==> src/rtl/opo_lock_pkg.sv <==
// opo_lock_pkg: shared default widths and saturation limits for the window averaging path
package opo_lock_pkg;
    localparam int SUM_BITS_DEF = 32;
    localparam int OUT_BITS_DEF = 16;
    localparam int AVG_LOG2_DEF = 2;

    function automatic logic signed [63:0] sat_max(input int ob);
        return (64'sd1 <<< (ob - 1)) - 64'sd1;
    endfunction

    function automatic logic signed [63:0] sat_min(input int ob);
        return -(64'sd1 <<< (ob - 1));
    endfunction

    localparam logic signed [63:0] SAT_MAX_DEF = sat_max(OUT_BITS_DEF);
    localparam logic signed [63:0] SAT_MIN_DEF = sat_min(OUT_BITS_DEF);
endpackage

==> src/rtl/ring_avg.sv <==
// ring_avg: D-entry ring of normalized sums with a running total and a primed flag
module ring_avg
    import opo_lock_pkg::*;
#(
    parameter int OUT_BITS = OUT_BITS_DEF,
    parameter int AVG_LOG2 = AVG_LOG2_DEF
) (
    input  logic                       clk,
    input  logic                       rst,
    input  logic                       wr_en,
    input  logic signed [OUT_BITS-1:0] wr_data,
    output logic signed [OUT_BITS-1:0] mean,
    output logic                       mean_vld,
    output logic                       primed
);
    localparam int D  = 1 << AVG_LOG2;
    localparam int PW = (AVG_LOG2 > 0) ? AVG_LOG2 : 1;
    localparam int AW = OUT_BITS + AVG_LOG2;

    logic signed [OUT_BITS-1:0] ring_q [D];
    logic signed [OUT_BITS-1:0] ring_d [D];
    logic [PW-1:0]              ptr_q, ptr_d;
    logic signed [AW-1:0]       acc_q, acc_d;
    logic                       vld_q, vld_d;
    logic                       primed_q, primed_d;
    logic                       last;

    assign last = ptr_q == PW'(D - 1);

    always_comb begin
        ring_d   = ring_q;
        vld_d    = wr_en;
        ptr_d    = wr_en ? (last ? '0 : ptr_q + 1'b1) : ptr_q;
        acc_d    = wr_en ? acc_q + AW'(wr_data) - AW'(ring_q[ptr_q]) : acc_q;
        primed_d = primed_q | (wr_en & last);
        if (wr_en) ring_d[ptr_q] = wr_data;
    end

    always_ff @(posedge clk) begin
        if (rst) begin
            ring_q   <= '{default: '0};
            ptr_q    <= '0;
            acc_q    <= '0;
            vld_q    <= 1'b0;
            primed_q <= 1'b0;
        end else begin
            ring_q   <= ring_d;
            ptr_q    <= ptr_d;
            acc_q    <= acc_d;
            vld_q    <= vld_d;
            primed_q <= primed_d;
        end
    end

    // dividing by D is a plain slice of the running total (arithmetic shift)
    assign mean     = acc_q[AW-1:AVG_LOG2];
    assign mean_vld = vld_q;
    assign primed   = primed_q;
endmodule

==> src/rtl/window_avg_stage.sv <==
// window_avg_stage: captures window sums on cnt_timer edges, normalizes, saturates,
// averages over the last D windows and presents the result with a valid/ready handshake
module window_avg_stage
    import opo_lock_pkg::*;
#(
    parameter int SUM_BITS = SUM_BITS_DEF,
    parameter int OUT_BITS = OUT_BITS_DEF,
    parameter int AVG_LOG2 = AVG_LOG2_DEF
) (
    input  logic                clk,
    input  logic                rst,
    input  logic [SUM_BITS-1:0] sum_in,
    input  logic                cnt_timer,
    input  logic [4:0]          shift_sel,
    input  logic                avg_ready,
    input  logic                clr_ovf,
    output logic [OUT_BITS-1:0] avg_out,
    output logic                avg_valid,
    output logic                primed,
    output logic                ovf,
    output logic                sat
);
    localparam logic signed [63:0] SAT_MAX = sat_max(OUT_BITS);
    localparam logic signed [63:0] SAT_MIN = sat_min(OUT_BITS);

    logic                       t1_q, t1_d, t2_q, t2_d, armed_q, armed_d;
    logic                       cap_vld_q, cap_vld_d;
    logic signed [SUM_BITS-1:0] cap_q, cap_d;
    logic [4:0]                 sh_q, sh_d;
    logic                       norm_vld_q, norm_vld_d;
    logic signed [OUT_BITS-1:0] norm_q, norm_d;
    logic signed [OUT_BITS-1:0] avg_q, avg_d;
    logic                       avg_valid_q, avg_valid_d;
    logic                       ovf_q, ovf_d, sat_q, sat_d;
    logic signed [SUM_BITS-1:0] shifted;
    logic signed [63:0]         sh_ext;
    logic signed [OUT_BITS-1:0] mean;
    logic                       mean_vld, ring_primed;
    logic                       clip_hi, clip_lo, strobe, load;

    assign shifted = cap_q >>> sh_q;
    assign sh_ext  = shifted;
    assign clip_hi = sh_ext > SAT_MAX;
    assign clip_lo = sh_ext < SAT_MIN;
    // armed blocks a level that is already high at reset release from looking like an edge
    assign strobe  = t1_q & ~t2_q & armed_q & ~(cap_vld_q | norm_vld_q | mean_vld);
    assign load    = mean_vld & ring_primed;

    always_comb begin
        t1_d        = cnt_timer;
        t2_d        = t1_q;
        armed_d     = armed_q | ~cnt_timer;
        cap_vld_d   = strobe;
        cap_d       = strobe ? $signed(sum_in) : cap_q;
        sh_d        = strobe ? shift_sel : sh_q;
        norm_vld_d  = cap_vld_q;
        norm_d      = !cap_vld_q ? norm_q :
                      clip_hi    ? SAT_MAX[OUT_BITS-1:0] :
                      clip_lo    ? SAT_MIN[OUT_BITS-1:0] : sh_ext[OUT_BITS-1:0];
        avg_d       = load ? mean : avg_q;
        avg_valid_d = load | (avg_valid_q & ~avg_ready);
        ovf_d       = (load & avg_valid_q & ~avg_ready) | (ovf_q & ~clr_ovf);
        sat_d       = (cap_vld_q & (clip_hi | clip_lo)) | (sat_q & ~clr_ovf);
    end

    always_ff @(posedge clk) begin
        if (rst) begin
            t1_q        <= 1'b0;
            t2_q        <= 1'b0;
            armed_q     <= 1'b0;
            cap_vld_q   <= 1'b0;
            cap_q       <= '0;
            sh_q        <= '0;
            norm_vld_q  <= 1'b0;
            norm_q      <= '0;
            avg_q       <= '0;
            avg_valid_q <= 1'b0;
            ovf_q       <= 1'b0;
            sat_q       <= 1'b0;
        end else begin
            t1_q        <= t1_d;
            t2_q        <= t2_d;
            armed_q     <= armed_d;
            cap_vld_q   <= cap_vld_d;
            cap_q       <= cap_d;
            sh_q        <= sh_d;
            norm_vld_q  <= norm_vld_d;
            norm_q      <= norm_d;
            avg_q       <= avg_d;
            avg_valid_q <= avg_valid_d;
            ovf_q       <= ovf_d;
            sat_q       <= sat_d;
        end
    end

    ring_avg #(
        .OUT_BITS(OUT_BITS),
        .AVG_LOG2(AVG_LOG2)
    ) u_ring (
        .clk     (clk),
        .rst     (rst),
        .wr_en   (norm_vld_q),
        .wr_data (norm_q),
        .mean    (mean),
        .mean_vld(mean_vld),
        .primed  (ring_primed)
    );

    assign avg_out   = avg_q;
    assign avg_valid = avg_valid_q;
    assign primed    = ring_primed;
    assign ovf       = ovf_q;
    assign sat       = sat_q;
endmodule

==> config.mk <==
export PLATFORM = sky130hd
export DESIGN_NAME = window_avg_stage
export DESIGN_NICKNAME = d
export VERILOG_FILES = /design/src/rtl/opo_lock_pkg.sv /design/src/rtl/ring_avg.sv /design/src/rtl/window_avg_stage.sv
export SDC_FILE = /design/constraint.sdc
export NUM_CORES = 1
export LEC_CHECK = 0
export BUFFER_PORTS_ARGS = -buffer_cell sky130_fd_sc_hd__buf_2
export CAP_MARGIN = 20
export CORE_MARGIN = 2
export CORE_UTILIZATION = 44
export DETAILED_ROUTE_END_ITERATION = 6
export MAX_ROUTING_LAYER = met4
export SETUP_SLACK_MARGIN = 0.15
export SLEW_MARGIN = 20
export SYNTH_ARGS = -nofsm -noshare
export SYNTH_HDL_FRONTEND = slang
export SYNTH_HIERARCHICAL = 1
export SYNTH_SLANG_ARGS = --single-unit
==> constraint.sdc <==
create_clock -name clk -period 9.17 [get_ports clk]
set_clock_uncertainty 0.1 [all_clocks]
set_input_delay 1.3755 -clock clk [delete_from_list [all_inputs] [get_ports clk]]
set_output_delay 1.3755 -clock clk [all_outputs]
set_load 0.005 [all_outputs]
==> results.sh <==
export IMPL_status="finished clean"
export IMPL_synthTopCellsByArea="dfxtp_1, nand2_1, mux4_2"
export IMPL_finalPower_w=0.00161
export IMPL_clk_latency_ns=0.43
export IMPL_pre_cts_ws_ns=5.04
export IMPL_dieWidth_um=153
export IMPL_finalCriticalPeriod_ns=4.11
export IMPL_ys_types=80
export IMPL_worst_pin_slew_ns=1.05
export IMPL_multi_input_area_um2=5820
export IMPL_drtIter0Drc=560
export IMPL_maxCapViolations=0
export IMPL_yosys_most_used_dff="dfxtp_1"
export IMPL_ctsResizeCount=0
export IMPL_viasPerCell=5.64
export IMPL_antenna_found_initial=0
export IMPL_regArea_um2=3270
export IMPL_max_freq_mhz=243
export IMPL_syn_area_per_cell_um2=8.34
export IMPL_rows=54
export IMPL_hp_class="reg -> reg"
export IMPL_grt_max_degree=85
export IMPL_grt_busiest_layer="met2"
export IMPL_grtUsageMet2_pct=37.8
export IMPL_vias=8285
export IMPL_yosys_area_top_type="dfxtp_1"
export IMPL_p_per_area_nw_per_um2=151
export IMPL_cts_htree_levels=4
export IMPL_arrival_ns=4.33
export IMPL_area_growth_pct=8.44
export IMPL_gp_congestion=1.02
export IMPL_synth_commonest_cells="nand2_1, dfxtp_1, a21oi_1"
export IMPL_detail_route_antenna_nets=0
export IMPL_cts_hold_fix_buffers=0
export IMPL_setup_viol=0
export IMPL_core_area_um2=21900
export IMPL_cts_tree="yes"
export IMPL_drive_gt1_share_pct=15.0
export IMPL_maxSlewViolCount=0
export IMPL_cts_sinks=163
export IMPL_drc=0
export IMPL_finalSetupTns_ns=0
export IMPL_grt_use_met1_pct=26.8
export IMPL_post_route_period_util_pct=44.8
export IMPL_portBuffers=61
export IMPL_ys_seq_area_share_pct=33.2
export IMPL_critPathLaunchType="register"
export IMPL_cts_buffers_inserted=17
export IMPL_yosysMostFrequentCell="nand2_1"
export IMPL_hold_viol_final=0
export IMPL_drt_total_wl_um=25600
export IMPL_die_area_um2=23500
export IMPL_antenna_diode_count=0
export IMPL_initial_utilization_pct=44.9
export IMPL_endpoint_kind="register"
export IMPL_yosysWarnings=6
export IMPL_fillers=2228
export IMPL_syn_inst=1178
export IMPL_cts_setup_buffers=0
export IMPL_power_leakage_nw=3.79
export IMPL_grt_use_met3_pct=4.00
export IMPL_nets=1259
export IMPL_dieHeight_um=153
export IMPL_vdd_ir_drop_max_mv=0.0972
export IMPL_crit_path_max_fanout=14
export IMPL_slew_headroom_pct=29.7
export IMPL_grt_pass1_vias=8013
export IMPL_grt_pass1_wl_um=41800
export IMPL_synth_nets=1260
export IMPL_hpwl_um=18300
export IMPL_clk_path_buf_depth=2
export IMPL_synthArstFlopShare_pct=0
export IMPL_wire_per_inst_um=17.4
export IMPL_clk_pin_slew_ns=0.08
export IMPL_synth_top_area_share_pct=33.2
export IMPL_ios=62
export IMPL_firstDrtPassIters=6
export IMPL_cp_required_ns=9.39
export IMPL_ys_ff_latch=163
export IMPL_rsz0062_at_grt="no"
export IMPL_grt_use_total_pct=22.5
export IMPL_grt_remaining_overflow=0
export IMPL_worst_slack_ns=5.06
export IMPL_critPathKind="reg -> reg"
export IMPL_clockRootBuffer="clkbuf_16"
export IMPL_synth_edff_count=0
export IMPL_synth_area_um2=9830
-- critical path, stage by stage (launching register included) --
cell and delay [ns]:
dfxtp_1 0.56, buf_4 0.36, mux4_2 0.55, fa_1 0.55
inv_1 0.06, ha_1 0.26, a21oi_1 0.09, nand4b_1 0.24
a21oi_1 0.25, o21ai_1 0.16, o41ai_1 0.37, a2bb2oi_1 0.12
mux2_1 0.33
-- worst paths after layout --
kind | startpoint | endpoint | slack [ns] | cells after the start
setup reg to reg | u_ring/ptr_q[1] | u_ring/acc_q[17] | 5.06 | 12
hold / removal | u_ring/ring_q[17] | u_ring/ring_q[17] | 0.35 | 2
hold reg to reg | u_ring/ring_q[17] | u_ring/ring_q[17] | 0.35 | 2
setup / recovery | u_ring/ptr_q[1] | u_ring/acc_q[17] | 5.06 | 12
-- flip-flops by register name, indices dropped and copies added, names as in the netlist, 2 cells and up --
register	flops
avg_out	16
cap_q	32
norm_q	16
sh_q	5
u_ring/acc_q	18
u_ring/ptr_q	2
u_ring/ring_q	64
-- metrics by stage --
stage	utilization (%)	instance area [µm²]	hold slack, ns	std cells
2_1_floorplan	-	9830	0.333	1178
3_3_place_gp	46.2	10100	0.339	1438
3_5_place_dp	46.2	10100	0.346	1438
4_1_cts	48.7	10700	0.355	1470
5_1_grt	48.7	10700	0.371	1470
6_report	48.7	10700	0.354	1470
-- kinds of logic after synthesis --
family | Yosys count | synth area share (%)
multiplexers | 89 | 15.7
flip-flops | 163 | 33.2
XOR/XNOR | 8 | 0.713
AO/OA/AOI/OAI | 264 | 17.3
AND/OR/NAND/NOR | 443 | 19.1
adder cells (fa/ha/maj) | 40 | 6.39
buffers and inverters | 171 | 7.61
-- area by class of cell --
class,instances,share of cell area (%)
flip-flops and latches,163,30.6
inverters,80,2.82
repair buffers,71,3.59
clock buffers,19,4.16
clock inverters,13,0.927
well taps,280,3.29
multi-input cells,844,54.6
-- where the power goes --
group	internal [W]	switching [W]	total (W)
Combinational	0.0000899	0.000118	0.000208
Clock	0.000357	0.000311	0.000668
Sequential	0.000716	0.0000141	0.000730
-- routing by layer --
layer / part of all wire (%) / wire, µm
met1: 43 / 11000
met2: 50 / 12800
met3: 3.2 / 820
met4: 3.9 / 1010
met5: 0 / 0
-- layout by cell type (no fill, tap or decap), types with 11 or more instances in the layout --
cell       instances
dfxtp_1          161
ha_1              23
a21oi_1          142
buf_4             11
nor2b_1           13
mux2_2            11
nor2_1            48
o211ai_1          15
mux2i_1           25
clkbuf_16         17
and2_1            12
buf_2             60
mux4_2            51
fa_1              17
nand3_1           12
nand2_1          310
o21ai_0           16
inv_1             76
Note: power is estimated with default switching activity, not from simulation.
